**src/rtl/piso_serial_scheduler.sv**
```systemverilog
// Two-requester round-robin scheduler that shares one WIDTH-bit PISO shift register.
// Optional feature: define PISO_SCHED_PARITY_EN to append an even-parity bit to each frame.
module piso_serial_scheduler #(
    parameter int unsigned WIDTH = 4,
    parameter int unsigned GAP   = 1
) (
    input  logic             clk,
    input  logic             rst,
    input  logic             req0_valid,
    input  logic [WIDTH-1:0] req0_data,
    output logic             req0_ready,
    input  logic             req1_valid,
    input  logic [WIDTH-1:0] req1_data,
    output logic             req1_ready,
    output logic             ser_out,
    output logic             ser_frame,
    output logic             ser_src,
    output logic             busy
);

`ifdef PISO_SCHED_PARITY_EN
    localparam int unsigned SW = WIDTH + 1;
`else
    localparam int unsigned SW = WIDTH;
`endif
    localparam int unsigned CMAX     = (SW > GAP) ? SW : GAP;
    localparam int unsigned CW       = $clog2(CMAX);
    localparam int unsigned GAP_LAST = (GAP > 0) ? GAP - 1 : 0;

    localparam logic [CW-1:0] SHIFT_END = CW'(SW - 1);
    localparam logic [CW-1:0] GAP_END   = CW'(GAP_LAST);

    typedef enum logic [1:0] {
        S_IDLE  = 2'd0,
        S_SHIFT = 2'd1,
        S_GAP   = 2'd2
    } state_t;

    state_t          r_state;
    state_t          w_state_nxt;
    logic [SW-1:0]   r_shreg;
    logic [CW-1:0]   r_cnt;
    logic            r_src;
    logic            r_ptr;
    logic            w_sel0;
    logic            w_sel1;
    logic            w_take;
    logic [WIDTH-1:0] w_word;
    logic [SW-1:0]   w_load;

    // Round-robin grant: a tie goes to the requester not served last.
    always_comb begin
        w_sel0 = req0_valid && (!req1_valid || r_ptr);
        w_sel1 = req1_valid && (!req0_valid || !r_ptr);
    end

    always_comb begin
        w_word = w_sel1 ? req1_data : req0_data;
`ifdef PISO_SCHED_PARITY_EN
        w_load = {^w_word, w_word};
`else
        w_load = w_word;
`endif
    end

    // State register
    always_ff @(posedge clk or posedge rst) begin
        if (rst) begin
            r_state <= S_IDLE;
        end else begin
            r_state <= w_state_nxt;
        end
    end

    // Next-state logic
    always_comb begin
        w_state_nxt = r_state;
        case (r_state)
            S_IDLE: begin
                if (w_take) begin
                    w_state_nxt = S_SHIFT;
                end
            end
            S_SHIFT: begin
                if (r_cnt == SHIFT_END) begin
                    if (GAP > 0) begin
                        w_state_nxt = S_GAP;
                    end else begin
                        w_state_nxt = S_IDLE;
                    end
                end
            end
            S_GAP: begin
                if (r_cnt == GAP_END) begin
                    w_state_nxt = S_IDLE;
                end
            end
            default: w_state_nxt = S_IDLE;
        endcase
    end

    // Output logic; readys are gated by rst so they drop immediately on reset.
    always_comb begin
        req0_ready = 1'b0;
        req1_ready = 1'b0;
        ser_out    = 1'b0;
        ser_frame  = 1'b0;
        busy       = (r_state != S_IDLE);
        case (r_state)
            S_IDLE: begin
                req0_ready = !rst && w_sel0;
                req1_ready = !rst && w_sel1;
            end
            S_SHIFT: begin
                ser_out   = r_shreg[0];
                ser_frame = 1'b1;
            end
            default: begin
                ser_out   = 1'b0;
                ser_frame = 1'b0;
            end
        endcase
        w_take = (req0_ready && req0_valid) || (req1_ready && req1_valid);
    end

    assign ser_src = r_src;

    // Datapath: shift register, bit/gap counter, source tag and last-served pointer.
    always_ff @(posedge clk or posedge rst) begin
        if (rst) begin
            r_shreg <= '0;
            r_cnt   <= '0;
            r_src   <= 1'b0;
            r_ptr   <= 1'b1;
        end else begin
            case (r_state)
                S_IDLE: begin
                    if (w_take) begin
                        r_shreg <= w_load;
                        r_src   <= req1_ready;
                        r_ptr   <= req1_ready;
                        r_cnt   <= '0;
                    end
                end
                S_SHIFT: begin
                    r_shreg <= r_shreg >> 1;
                    if (r_cnt == SHIFT_END) begin
                        r_cnt <= '0;
                    end else begin
                        r_cnt <= r_cnt + CW'(1);
                    end
                end
                S_GAP: begin
                    if (r_cnt == GAP_END) begin
                        r_cnt <= '0;
                    end else begin
                        r_cnt <= r_cnt + CW'(1);
                    end
                end
                default: begin
                    r_cnt <= '0;
                end
            endcase
        end
    end

endmodule

```
**config.mk**
```make
export PLATFORM = sky130hd
export DESIGN_NAME = piso_serial_scheduler
export DESIGN_NICKNAME = d
export VERILOG_FILES = /design/src/rtl/piso_serial_scheduler.sv
export SDC_FILE = /design/constraint.sdc
export NUM_CORES = 1
export LEC_CHECK = 0
export BUFFER_PORTS_ARGS = -buffer_cell sky130_fd_sc_hd__buf_2
export CAP_MARGIN = 20
export CORE_MARGIN = 4
export CORE_UTILIZATION = 50
export DETAILED_ROUTE_END_ITERATION = 12
export GPL_TIMING_DRIVEN = 0
export PLACE_DENSITY = 0.76
export SKIP_LAST_GASP = 1
export SLEW_MARGIN = 20
export SYNTH_ARGS = -nofsm -noshare
export SYNTH_HDL_FRONTEND = slang
export SYNTH_SLANG_ARGS = --single-unit
```
**constraint.sdc**
```tcl
create_clock -name clk -period 2 [get_ports clk]
set_clock_uncertainty 0.1 [all_clocks]
set_input_delay 0.3 -clock clk [delete_from_list [all_inputs] [get_ports clk]]
set_output_delay 0.3 -clock clk [all_outputs]
set_load 0.02 [all_outputs]
```
=== Word level (Yosys, flattened, before mapping) ===
Index checks and enable logic that the tools add are counted.

* Add/sub/neg operators: 1
* Eq/ne operators: 6
* Mux-type cells: 15
* Reduce and logical (&&, ||, !) cells: 20

{| class="wikitable"
|+ Operators by type and width
! cell !! number
|-
| 2-bit two-way mux || 6
|-
| 2-bit one-hot mux with 3 select lines || 2
|-
| 4-bit two-way mux || 2
|-
| 4-bit one-hot mux with 2 select lines || 1
|-
| 1-bit logical AND || 6
|-
| 2-bit inequality test, second input constant || 3
|-
| 2-bit == test, second input constant || 2
|-
| 1-bit logical NOT || 4
|-
| 2-bit logical NOT || 2
|-
| 1-bit two-way mux || 4
|-
| 2-bit AND reduction || 2
|-
| 2-bit nonzero test || 2
|-
| 1-bit logical OR || 3
|-
| 3-bit AND reduction || 1
|-
| 2-bit by 1-bit adder with 2-bit output, second input constant || 1
|-
| 2-bit by 1-bit == test with 1-bit output, second input constant || 1
|}

* Register bits: 10
* Bits of input ports: 12
* Output and inout bits: 6
* Logic and storage cells: 47

=== Logic depth before layout (Yosys ltp) ===
Gate-level depths: netlist of run 1.

* Depth after elaboration: 9
* Depth in mapped cells: 5
* Depth with buffers taken out: 5

=== Worst setup path after synthesis of run 1 ===
Ideal clock, no wire load.

* Path kind: reg2out
* From: register r_state[0]
* To: output port req1_ready
* Arrival time: 1.408 ns
* Required time: 1.600 ns
* Setup slack: 0.192 ns
* Stages on the path, launching flop included: 5
* Buffers on the path: 0
* Cell sequence: dfrtp_1 -> inv_1 -> ha_1 -> inv_1 -> nor3_1

* Longest elaborated chain between the ends: 2

{| class="wikitable"
|+ Ends and longest elaborated chain
! what !! RTL line !! text
|-
| from (decl) || 39 || <nowiki>state_t r_state;</nowiki>
|-
| from (signal assigned) || 71 || <nowiki>r_state <= w_state_nxt;</nowiki>
|-
| 2-bit logical NOT || 109 || <nowiki>case (r_state)</nowiki>
|-
| 1-bit two-way mux || 109 ||
|-
| to (decl) || 14 || <nowiki>output logic req1_ready,</nowiki>
|}

No other way between the ends.

=== Final worst setup path of run 1 ===
* From: input port rst
* To: output port req0_ready

* Longest elaborated chain between the ends: 3

{| class="wikitable"
|+ Ends and longest elaborated chain
! what !! RTL line !! text
|-
| from (decl) || 8 || <nowiki>input logic rst,</nowiki>
|-
| 1-bit logical NOT (no source line) || - ||
|-
| 1-bit logical AND || 111 || <nowiki>req0_ready = !rst && w_sel0;</nowiki>
|-
| 1-bit two-way mux || 109 ||
|-
| to (decl) || 11 || <nowiki>output logic req0_ready,</nowiki>
|}

No other way between the ends.

==> report_table.html, run 1 <==
<table>
<tr><th>Metric</th><th>Value</th></tr>
<tr><th colspan="2">Synthesis</th></tr>
<tr><td>Number of distinct library cell variants in the gate-level netlist after synthesis</td><td>27</td></tr>
<tr><td>Number of nets in the synthesized netlist</td><td>87</td></tr>
<tr><td>Synthesized netlist cell count</td><td>68</td></tr>
<tr><td>Top cell type by total area after synthesis</td><td>dfrtp_1</td></tr>
<tr><td>Count of state elements after synthesis</td><td>10</td></tr>
<tr><td>Top FF cell, synth</td><td>dfrtp_1</td></tr>
<tr><td>Synth area leaders</td><td>dfrtp_1 (33%), ha_1 (13%), o211ai_1 (5.5%)</td></tr>
<tr><td>Share of the synthesized area in the top cell type</td><td>0.3297</td></tr>
<tr><td>Average cell area after synthesis</td><td>10.05 sq um</td></tr>
<tr><td>Share of synthesized flip-flops with an asynchronous set or reset</td><td>1.000</td></tr>
<tr><td>Number of synthesized flops with an enable pin</td><td>0</td></tr>
<tr><td>Warnings from Yosys</td><td>0</td></tr>
<tr><td>Sequential cell area fraction in the yosys report</td><td>0.3681</td></tr>
<tr><td>Netlist area before placement</td><td>~700 sq um</td></tr>
<tr><th colspan="2">Die</th></tr>
<tr><td>Die width</td><td>44.97 um</td></tr>
<tr><td>Die area</td><td>2022 sq um</td></tr>
<tr><td>Area of the core</td><td>1301 sq um</td></tr>
<tr><td>Effective utilization at floorplan</td><td>0.5250</td></tr>
<tr><td>Die Y-Extent</td><td>44.97 um</td></tr>
<tr><td>Core Rows</td><td>13</td></tr>
<tr><td>Boundary pin count</td><td>18</td></tr>
<tr><th colspan="2">Status</th></tr>
<tr><td>Outcome</td><td>complete, no violations</td></tr>
<tr><th colspan="2">Power and ir drop</th></tr>
<tr><td>IR drop worst, VDD</td><td>approximately 0.86 mV</td></tr>
<tr><td>Cell leakage power</td><td>0.4329 nW</td></tr>
<tr><td>Power per standard cell area</td><td>between 1000 and 1500 nW/um^2</td></tr>
<tr><td>Post-route total power</td><td>around 1.2 mW</td></tr>
<tr><th colspan="2">Placed design</th></tr>
<tr><td>DPL Wire Length</td><td>1098 um</td></tr>
<tr><td>Instance area after placement</td><td>787.0 sq um</td></tr>
<tr><td>Port-buffer cells</td><td>17</td></tr>
<tr><td>Placer congestion estimate</td><td>roughly 0.7</td></tr>
<tr><th colspan="2">Global routing</th></tr>
<tr><td>Vias in the first global route</td><td>558</td></tr>
<tr><td>Global routing usage summed across all routing layers</td><td>0.1616</td></tr>
<tr><td>Wire length of the first global-routing pass</td><td>around 2400 um</td></tr>
<tr><td>Congestion Overflow GR</td><td>0</td></tr>
<tr><td>Antenna violations before repair</td><td>0</td></tr>
<tr><td>Largest net degree at the start of global routing</td><td>11</td></tr>
<tr><th colspan="2">Clock tree</th></tr>
<tr><td>Clock tree from TritonCTS</td><td>yes</td></tr>
<tr><td>Number of clock buffers inserted by TritonCTS</td><td>3</td></tr>
<tr><td>Clock insertion delay at the later pin of the skew report</td><td>~270 ps</td></tr>
<tr><td>Clock-pin slew of the registers on the worst-case setup and hold paths</td><td>60 ps</td></tr>
<tr><td>Count of H-tree levels built during CTS</td><td>1</td></tr>
<tr><td>Maximum buffer depth of the clock tree</td><td>2</td></tr>
<tr><td>Root cell of the clock tree</td><td>clkbuf_4</td></tr>
<tr><td>Number of sinks on the clock net</td><td>10</td></tr>
<tr><th colspan="2">Cells and area</th></tr>
<tr><td>Core Util, Final</td><td>0.6606</td></tr>
<tr><td>Final-layout fill cell count</td><td>116</td></tr>
<tr><td># nets final</td><td>111</td></tr>
<tr><td>Area of all placed cells without fillers</td><td>around 860 sq um</td></tr>
<tr><td>Syn-to-layout area delta</td><td>25.82%</td></tr>
<tr><td>Share of cells above drive strength 1</td><td>0.3407</td></tr>
<tr><td>Final antenna diode count</td><td>0</td></tr>
<tr><th colspan="2">Route</th></tr>
<tr><td>Wire length per cell after detailed routing</td><td>between 10 and 15 um</td></tr>
<tr><td>Via density per instance</td><td>roughly 5.6</td></tr>
<tr><td>Remaining number of nets flagged by the antenna check after routing</td><td>0</td></tr>
<tr><td>DRC errors left</td><td>0</td></tr>
<tr><td>Number of vias after detailed routing</td><td>591</td></tr>
<tr><td>DR iter-0 viols</td><td>12</td></tr>
<tr><td>First-pass detailed-route iteration total</td><td>4</td></tr>
<tr><td>Overall routed net length</td><td>1443 um</td></tr>
<tr><th colspan="2">Worst hold path</th></tr>
<tr><td>Worst min path class</td><td>in -&gt; reg</td></tr>
<tr><th colspan="2">Setup path</th></tr>
<tr><td>Most used cell, CP</td><td>buf_2</td></tr>
<tr><td>Worst setup EP type</td><td>output pin</td></tr>
<tr><td>Master of the slowest instance on the critical path</td><td>dlygate4sd3_1</td></tr>
<tr><td>Chain of cells forming the critical path</td><td>dlygate4sd3_1 &gt; buf_2 &gt; and2b_1 &gt; and3_1 &gt; buf_2</td></tr>
<tr><td>Launching element type of the critical path</td><td>input pin</td></tr>
<tr><td>Worst Path Required</td><td>1600 ps</td></tr>
<tr><td>Peak fanout along the critical path</td><td>4</td></tr>
<tr><td>Worst endpoint data arrival time</td><td>1550 ps</td></tr>
<tr><td>Biggest cell delay along the critical path</td><td>530 ps</td></tr>
<tr><td>Number of buffers and inverters on the critical path</td><td>3</td></tr>
<tr><td>WS Path Type</td><td>in -&gt; out</td></tr>
<tr><td>Largest delay contributor family on the critical path</td><td>buffers and inverters</td></tr>
<tr><th colspan="2">STA</th></tr>
<tr><td>Setup repair after global routing missed its margin</td><td>true</td></tr>
<tr><td>Final setup violation count</td><td>0</td></tr>
<tr><td>Relative slew slack</td><td>0.7397</td></tr>
<tr><td>Share of the clock period used by the worst path</td><td>0.9730</td></tr>
<tr><td>Slew at the pin with the worst max-slew slack</td><td>390.0 ps</td></tr>
<tr><td>Highest Clock Rate</td><td>513.9 MHz</td></tr>
<tr><td>Final slew viol count</td><td>0</td></tr>
<tr><td>Period minus WS final</td><td>approximately 1900 ps</td></tr>
<tr><td>Final-report hold violation count</td><td>0</td></tr>
<tr><td>Setup TNS</td><td>0 ps</td></tr>
<tr><th colspan="2">Job</th></tr>
<tr><td>Total of max-cap violations</td><td>0</td></tr>
</table>
-- Yosys cell counts (2+ instances only) --
cell / n
a221oi_1: 3
o31ai_1: 4
dfrtp_1: 9
and2_1: 5
mux2i_1: 3
nand2_1: 2
o211ai_1: 5
mux2_2: 2
ha_1: 7
nor2b_1: 3
inv_1: 9
-- cell families (layout without fill, tap and decap cells) --
| logic type | Yosys count | in the layout | share of synthesized area |
|---|---|---|---|
| AO/OA/AOI/OAI | 20 | 20 | 0.2290 |
| adder cells (fa/ha/maj) | 7 | 7 | 0.1282 |
| buffers and inverters | 10 | 33 | 0.05494 |
| flip-flops | 10 | 10 | 0.3681 |
| multiplexers | 5 | 5 | 0.07692 |
| AND/OR/NAND/NOR | 16 | 16 | 0.1429 |
-- placed cells by master (no fill, tap or decap), types with 2 or more instances in the layout --
| cell type | synthesis | layout |
|---|---|---|
| and2_1 | 5 | 5 |
| buf_2 | 0 | 17 |
| nor2b_1 | 3 | 3 |
| nand2_1 | 2 | 2 |
| o31ai_1 | 4 | 4 |
| inv_1 | 9 | 8 |
| ha_1 | 7 | 6 |
| clkbuf_4 | 0 | 4 |
| mux2_2 | 2 | 2 |
| a221oi_1 | 3 | 3 |
| o211ai_1 | 5 | 5 |
| mux2i_1 | 3 | 3 |
| dfrtp_1 | 9 | 9 |
-- through the flow --
step | instances | hold WS, ps | worst slack [ps]
global route | 106 | 192.9 | -39.35
finish | 106 | 178.9 | 54.03
detailed placement | 100 | 223.8 | 208.3
global placement | 100 | 216.0 | 226.6
CTS | 105 | 152.3 | 9.040
floorplan | 68 | 39.46 | 191.6
-- timing repair --
action | 4_1_cts | 5_1_grt
hold endpoints to repair | 9 | 0
gates cloned | 0 | 0
setup buffers | 0 | 1
resized for setup | 1 | 6
pin swaps | 0 | 1
hold buffers | 1 | 0
endpoints found under the setup margin | 1 | 5
-- area by class of cell --
cell class / count / area, sq um / share of cell area
multi-input combinational: 48 / 409.1 / 0.4760
sequential: 10 / 251.5 / 0.2926
timing repair buffer: 19 / 102.6 / 0.1194
clock buffer: 4 / 36.28 / 0.04221
inverter: 9 / 33.78 / 0.03930
tap: 15 / 18.77 / 0.02183
buffer: 1 / 7.507 / 0.008734
-- sequential cells by signal, indices dropped and copies added (netlist names) --
name	flops
r_cnt	2
r_ptr	1
r_shreg	4
r_state	2
ser_src	1
-- metal layers --
| layer | vias to the layer above | track usage | wire [um] |
|---|---|---|---|
| met5 | - | 0 | 0 |
| met1 | 275 | 0.1990 | 595 |
| li1 | 292 | - | - |
| met2 | 19 | 0.2768 | 737 |
| met3 | 5 | 0.02390 | 81 |
| met4 | 0 | 0.07018 | 28 |
-- path summary, 6_finish.rpt --
kind                            startpoint  slack, ps  cells after the start         end
max in group asynchronous              rst       1000                      3       r_ptr
worst min register to register     ser_src        420                      2     ser_src
min in group asynchronous              rst        480                      3  r_shreg[0]
worst max-delay path                   rst         50                      5  req0_ready
worst min-delay path            req0_valid        180                      2       r_ptr
worst max register to register  r_state[0]        270                      5  r_state[1]
-- report_power, final --
part	internal, mW	switching [mW]
clock network	0.111	0.0750
registers	0.301	0.0576
logic	0.298	0.363
total	0.710	0.496
Note: power is estimated with default switching activity, not from simulation.
==> inputs of run 2 (changes only) <==
--- a/config.mk
+++ b/config.mk
@@ -5,13 +5,14 @@
 export SDC_FILE = /design/constraint.sdc
 export NUM_CORES = 1
 export LEC_CHECK = 0
+export ABC_AREA = 1
 export BUFFER_PORTS_ARGS = -buffer_cell sky130_fd_sc_hd__buf_2
 export CAP_MARGIN = 20
 export CORE_MARGIN = 4
 export CORE_UTILIZATION = 50
 export DETAILED_ROUTE_END_ITERATION = 12
 export GPL_TIMING_DRIVEN = 0
-export PLACE_DENSITY = 0.76
+export PLACE_DENSITY = 0.75
 export SKIP_LAST_GASP = 1
 export SLEW_MARGIN = 20
 export SYNTH_ARGS = -nofsm -noshare
==> report_table.html, run 2 <==
<table>
<tr><th>Metric</th><th>Value</th></tr>
<tr><th colspan="2">Clock tree</th></tr>
<tr><td>Clock-pin slew of the registers on the worst-case setup and hold paths</td><td>60 ps (about the same)</td></tr>
<tr><td>Clock insertion delay at the later pin of the skew report</td><td>270 ps (about the same)</td></tr>
<tr><td>Count of H-tree levels built during CTS</td><td>1 (unchanged)</td></tr>
<tr><td>Clock tree from TritonCTS</td><td>yes (unchanged)</td></tr>
<tr><td>Number of clock buffers inserted by TritonCTS</td><td>3 (unchanged)</td></tr>
<tr><td>Maximum buffer depth of the clock tree</td><td>2 (unchanged)</td></tr>
<tr><td>Total setup buffers inserted after CTS</td><td>0 (unchanged)</td></tr>
<tr><td>Root cell of the clock tree</td><td>clkbuf_4 (unchanged)</td></tr>
<tr><td>Number of sinks on the clock net</td><td>10 (unchanged)</td></tr>
<tr><th colspan="2">Synthesis</th></tr>
<tr><td>Top cell type by total area after synthesis</td><td>dfrtp_1 (unchanged)</td></tr>
<tr><td>Number of distinct library cell variants in the gate-level netlist after synthesis</td><td>16 (was 27)</td></tr>
<tr><td>Most used standard cell by instance count after synthesis</td><td>nand2_1</td></tr>
<tr><td>Synthesized netlist cell count</td><td>102 (was 68)</td></tr>
<tr><td>Top FF cell, synth</td><td>dfrtp_1 (unchanged)</td></tr>
<tr><td>Synth area leaders</td><td>dfrtp_1 (30%), nand2_1 (17%), ha_1 (12%) (was dfrtp_1 (33%), ha_1 (13%), o211ai_1 (5.5%))</td></tr>
<tr><td>Count of state elements after synthesis</td><td>10 (unchanged)</td></tr>
<tr><td>Sequential cell area fraction in the yosys report</td><td>0.3378 (was 0.3681)</td></tr>
<tr><td>Number of nets in the synthesized netlist</td><td>121 (was 87)</td></tr>
<tr><td>Most common library cells after synthesis</td><td>nand2_1 (33), inv_1 (19), nand3_1 (11) (was dfrtp_1 (9), inv_1 (9), ha_1 (7))</td></tr>
<tr><td>Average cell area after synthesis</td><td>7.299 sq um (was 10.05 sq um)</td></tr>
<tr><td>Warnings from Yosys</td><td>0 (unchanged)</td></tr>
<tr><td>Share of synthesized flip-flops with an asynchronous set or reset</td><td>1.000 (unchanged)</td></tr>
<tr><td>Netlist area before placement</td><td>744.5 sq um (was 683.2 sq um)</td></tr>
<tr><td>Number of synthesized flops with an enable pin</td><td>0 (unchanged)</td></tr>
<tr><td>Share of the synthesized area in the top cell type</td><td>0.3025 (was 0.3297)</td></tr>
<tr><th colspan="2">Setup path</th></tr>
<tr><td>Worst setup EP type</td><td>output pin (unchanged)</td></tr>
<tr><td>Biggest cell delay along the critical path</td><td>400 ps (was 530 ps)</td></tr>
<tr><td>Worst endpoint data arrival time</td><td>1480 ps (was 1550 ps)</td></tr>
<tr><td>Number of buffers and inverters on the critical path</td><td>4 (was 3)</td></tr>
<tr><td>Launching element type of the critical path</td><td>flip-flop (was input pin)</td></tr>
<tr><td>Worst Path Required</td><td>1600 ps (about the same)</td></tr>
<tr><td>Peak fanout along the critical path</td><td>7 (was 4)</td></tr>
<tr><td>Chain of cells forming the critical path</td><td>inv_2 &gt; ha_4 &gt; inv_2 &gt; nor2_4 &gt; nand3_4 &gt; inv_1 &gt; buf_4 (was dlygate4sd3_1 &gt; buf_2 &gt; and2b_1 &gt; and3_1 &gt; buf_2)</td></tr>
<tr><td>WS Path Type</td><td>reg -&gt; out (was in -&gt; out)</td></tr>
<tr><td>Most used cell, CP</td><td>inv_2 (was buf_2)</td></tr>
<tr><td>Master of the slowest instance on the critical path</td><td>dfrtp_1 (was dlygate4sd3_1)</td></tr>
<tr><td>Count of cell instances traversed by the critical path</td><td>7 (was 5)</td></tr>
<tr><td>Largest delay contributor family on the critical path</td><td>flip-flops (was buffers and inverters)</td></tr>
<tr><td>Number of cells on the worst reg-to-reg path</td><td>8 (was 5)</td></tr>
<tr><th colspan="2">Global routing</th></tr>
<tr><td>Met3 Resource Use GR</td><td>0.07031 (was 0.02390)</td></tr>
<tr><td>Most Crowded Layer GR</td><td>met2 (unchanged)</td></tr>
<tr><td>Wire length of the first global-routing pass</td><td>2518 um (was 2408 um)</td></tr>
<tr><td>Global routing usage summed across all routing layers</td><td>0.1683 (was 0.1616)</td></tr>
<tr><td>Antenna violations before repair</td><td>0 (unchanged)</td></tr>
<tr><td>Congestion Overflow GR</td><td>0 (unchanged)</td></tr>
<tr><td>Met1 Resource Use GR</td><td>0.2317 (was 0.1990)</td></tr>
<tr><td>Vias in the first global route</td><td>598 (was 558)</td></tr>
<tr><td>Met2 usage</td><td>0.2363 (was 0.2768)</td></tr>
<tr><td>Largest net degree at the start of global routing</td><td>13 (was 11)</td></tr>
<tr><th colspan="2">Route</th></tr>
<tr><td>DRC errors left</td><td>0 (unchanged)</td></tr>
<tr><td>First-pass detailed-route iteration total</td><td>4 (unchanged)</td></tr>
<tr><td>Number of vias after detailed routing</td><td>687 (was 591)</td></tr>
<tr><td>DR iter-0 viols</td><td>23 (was 12)</td></tr>
<tr><td>Wire length per cell after detailed routing</td><td>11.66 um (was 13.61 um)</td></tr>
<tr><td>Remaining number of nets flagged by the antenna check after routing</td><td>0 (unchanged)</td></tr>
<tr><td>Via density per instance</td><td>4.978 (was 5.575)</td></tr>
<tr><td>Overall routed net length</td><td>1609 um (was 1443 um)</td></tr>
<tr><th colspan="2">Power and ir drop</th></tr>
<tr><td>Reg power frac</td><td>0.288 (was 0.298)</td></tr>
<tr><td>Post-route total power</td><td>1.263 mW (was 1.206 mW)</td></tr>
<tr><td>Combinational cell fraction of total power</td><td>0.567 (was 0.548)</td></tr>
<tr><td>Power per standard cell area</td><td>1373 nW/um^2 (was 1403 nW/um^2)</td></tr>
<tr><td>Internal power consumption</td><td>0.6720 mW (was 0.7097 mW)</td></tr>
<tr><td>P_sw</td><td>0.5909 mW (was 0.4960 mW)</td></tr>
<tr><td>Proportion of total power due to net switching</td><td>0.4679 (was 0.4114)</td></tr>
<tr><td>Cell leakage power</td><td>0.5344 nW (was 0.4329 nW)</td></tr>
<tr><td>Power share of the clock group</td><td>0.144 (was 0.154)</td></tr>
<tr><td>IR drop worst, VDD</td><td>0.8483 mV (was 0.8556 mV)</td></tr>
<tr><th colspan="2">Cells and area</th></tr>
<tr><td>Commonest cells after routing, fill and taps aside</td><td>nand2_1 (33), inv_1 (17), buf_2 (16), nand3_1 (11), dfrtp_1 (9) (was buf_2 (17), dfrtp_1 (9), inv_1 (8), ha_1 (6))</td></tr>
<tr><td>Share of cells above drive strength 1</td><td>0.2846 (was 0.3407)</td></tr>
<tr><td># nets final</td><td>143 (was 111)</td></tr>
<tr><td>Area of all placed cells without fillers</td><td>919.6 sq um (was 859.6 sq um)</td></tr>
<tr><td>Register with the most flip-flops</td><td>r_shreg (unchanged)</td></tr>
<tr><td>Max FFs per register</td><td>4 (unchanged)</td></tr>
<tr><td>Most common cell after layout, fill and taps aside</td><td>nand2_1 (was buf_2)</td></tr>
<tr><td>Top Registers</td><td>r_shreg: 4 flops, r_cnt: 2 flops, r_state: 2 flops (unchanged)</td></tr>
<tr><td>Syn-to-layout area delta</td><td>23.53% (was 25.82%)</td></tr>
<tr><td>Final-layout fill cell count</td><td>116 (unchanged)</td></tr>
<tr><td>Final antenna diode count</td><td>0 (unchanged)</td></tr>
<tr><td>Core Util, Final</td><td>0.6812 (was 0.6606)</td></tr>
<tr><th colspan="2">STA</th></tr>
<tr><td>Relative slew slack</td><td>0.6971 (was 0.7397)</td></tr>
<tr><td>Setup TNS</td><td>0 ps (unchanged)</td></tr>
<tr><td>Period minus WS final</td><td>1881 ps (was 1946 ps)</td></tr>
<tr><td>Final setup violation count</td><td>0 (unchanged)</td></tr>
<tr><td>Highest Clock Rate</td><td>531.8 MHz (was 513.9 MHz)</td></tr>
<tr><td>Final slew viol count</td><td>0 (unchanged)</td></tr>
<tr><td>Share of the clock period used by the worst path</td><td>0.9403 (was 0.9730)</td></tr>
<tr><td>Slew at the pin with the worst max-slew slack</td><td>453.8 ps (was 390.0 ps)</td></tr>
<tr><td>Final-report hold violation count</td><td>0 (unchanged)</td></tr>
<tr><th colspan="2">Worst hold path</th></tr>
<tr><td>Worst min path class</td><td>in -&gt; reg (unchanged)</td></tr>
<tr><td>Worst hold path depth</td><td>3 (was 2)</td></tr>
<tr><th colspan="2">Die</th></tr>
<tr><td>Effective utilization at floorplan</td><td>0.5514 (was 0.5250)</td></tr>
<tr><td>Core Rows</td><td>13 (unchanged)</td></tr>
<tr><td>Area of the core</td><td>1350 sq um (was 1301 sq um)</td></tr>
<tr><td>Die Y-Extent</td><td>46.59 um (was 44.97 um)</td></tr>
<tr><td>Die area</td><td>2170 sq um (was 2022 sq um)</td></tr>
<tr><td>Boundary pin count</td><td>18 (unchanged)</td></tr>
<tr><td>Die width</td><td>46.59 um (was 44.97 um)</td></tr>
<tr><th colspan="2">Placed design</th></tr>
<tr><td>Port-buffer cells</td><td>16 (was 17)</td></tr>
<tr><td>DPL Wire Length</td><td>1180 um (was 1098 um)</td></tr>
<tr><td>Instance area after placement</td><td>843.3 sq um (was 787.0 sq um)</td></tr>
<tr><td>Placer congestion estimate</td><td>0.7940 (was 0.6874)</td></tr>
<tr><th colspan="2">Status</th></tr>
<tr><td>Outcome</td><td>complete, no violations (unchanged)</td></tr>
<tr><th colspan="2">Job</th></tr>
<tr><td>Total of max-cap violations</td><td>0 (unchanged)</td></tr>
</table>
==> run 2: repair_timing <==
action	4_1_cts	5_1_grt
endpoints found under the hold margin	9	0
resized for setup	0	7
pin swaps	0	1
setup endpoints to repair	1	2
hold buffers	1	0
==> run 2: tightest hold or removal path, stage by stage <==
cell and delay (ps):
buf_6 120, nand3_4 110, o21ai_0 80
==> run 2: area by class of cell <==
class                           count  area [sq um]  area share
Buffer                              2         16.27     0.01769
Clock buffer                        4         36.28     0.03946
Inverter                           20         75.07     0.08163
Tap cell                           15         18.77     0.02041
Timing Repair Buffer               17         92.59      0.1007
Multi-Input combinational cell     70         429.2      0.4667
Sequential cell                    10         251.5      0.2735
==> run 2: routing by layer <==
metal / routed length, um / vias up / part of all wire
li1: - / 363 / -
met1: 768 / 295 / 0.48
met2: 697 / 25 / 0.43
met3: 124 / 4 / 0.077
met4: 18 / 0 / 0.011
met5: 0 / - / 0
==> run 2: kinds of logic (layout without fill, tap and decap cells) <==
logic type / Yosys count / count (layout) / share of synthesized area
AOI/OAI and AO/OA: 6 / 6 / 0.04032
adders and majority gates: 7 / 7 / 0.1176
buffers and inverters: 22 / 43 / 0.1227
DFF: 10 / 10 / 0.3378
and+or+nand+nor: 57 / 57 / 0.3815
==> run 2: power by group through the flow <==
stage	sequential [mW]	combinational, mW	clock [mW]
2_1_floorplan	0.365	0.499	0
3_3_place_gp	0.363	0.643	0
3_5_place_dp	0.366	0.657	0
4_1_cts	0.361	0.663	0.188
5_1_grt	0.377	0.820	0.203
6_report	0.364	0.717	0.182
==> run 2: through the flow <==
| step | worst slack (ps) | cells | hold WS [ps] |
|---|---|---|---|
| floorplan | 412.9 | 102 | 63.73 |
| global placement | 301.8 | 133 | 256.3 |
| detailed placement | 284.1 | 133 | 259.3 |
| CTS | -5.491 | 138 | 269.5 |
| global route | -6.599 | 138 | 255.4 |
| finish | 119.5 | 138 | 257.1 |
==> run 2: worst paths after layout <==
kind,slack (ps),to,from
min in group asynchronous,510,r_shreg[2],rst
worst max register to register,420,r_state[0],r_state[1]
worst max-delay path,120,req0_ready,r_state[0]
max in group asynchronous,950,r_ptr,rst
worst min register to register,380,ser_src,ser_src
worst min-delay path,260,r_ptr,req1_valid
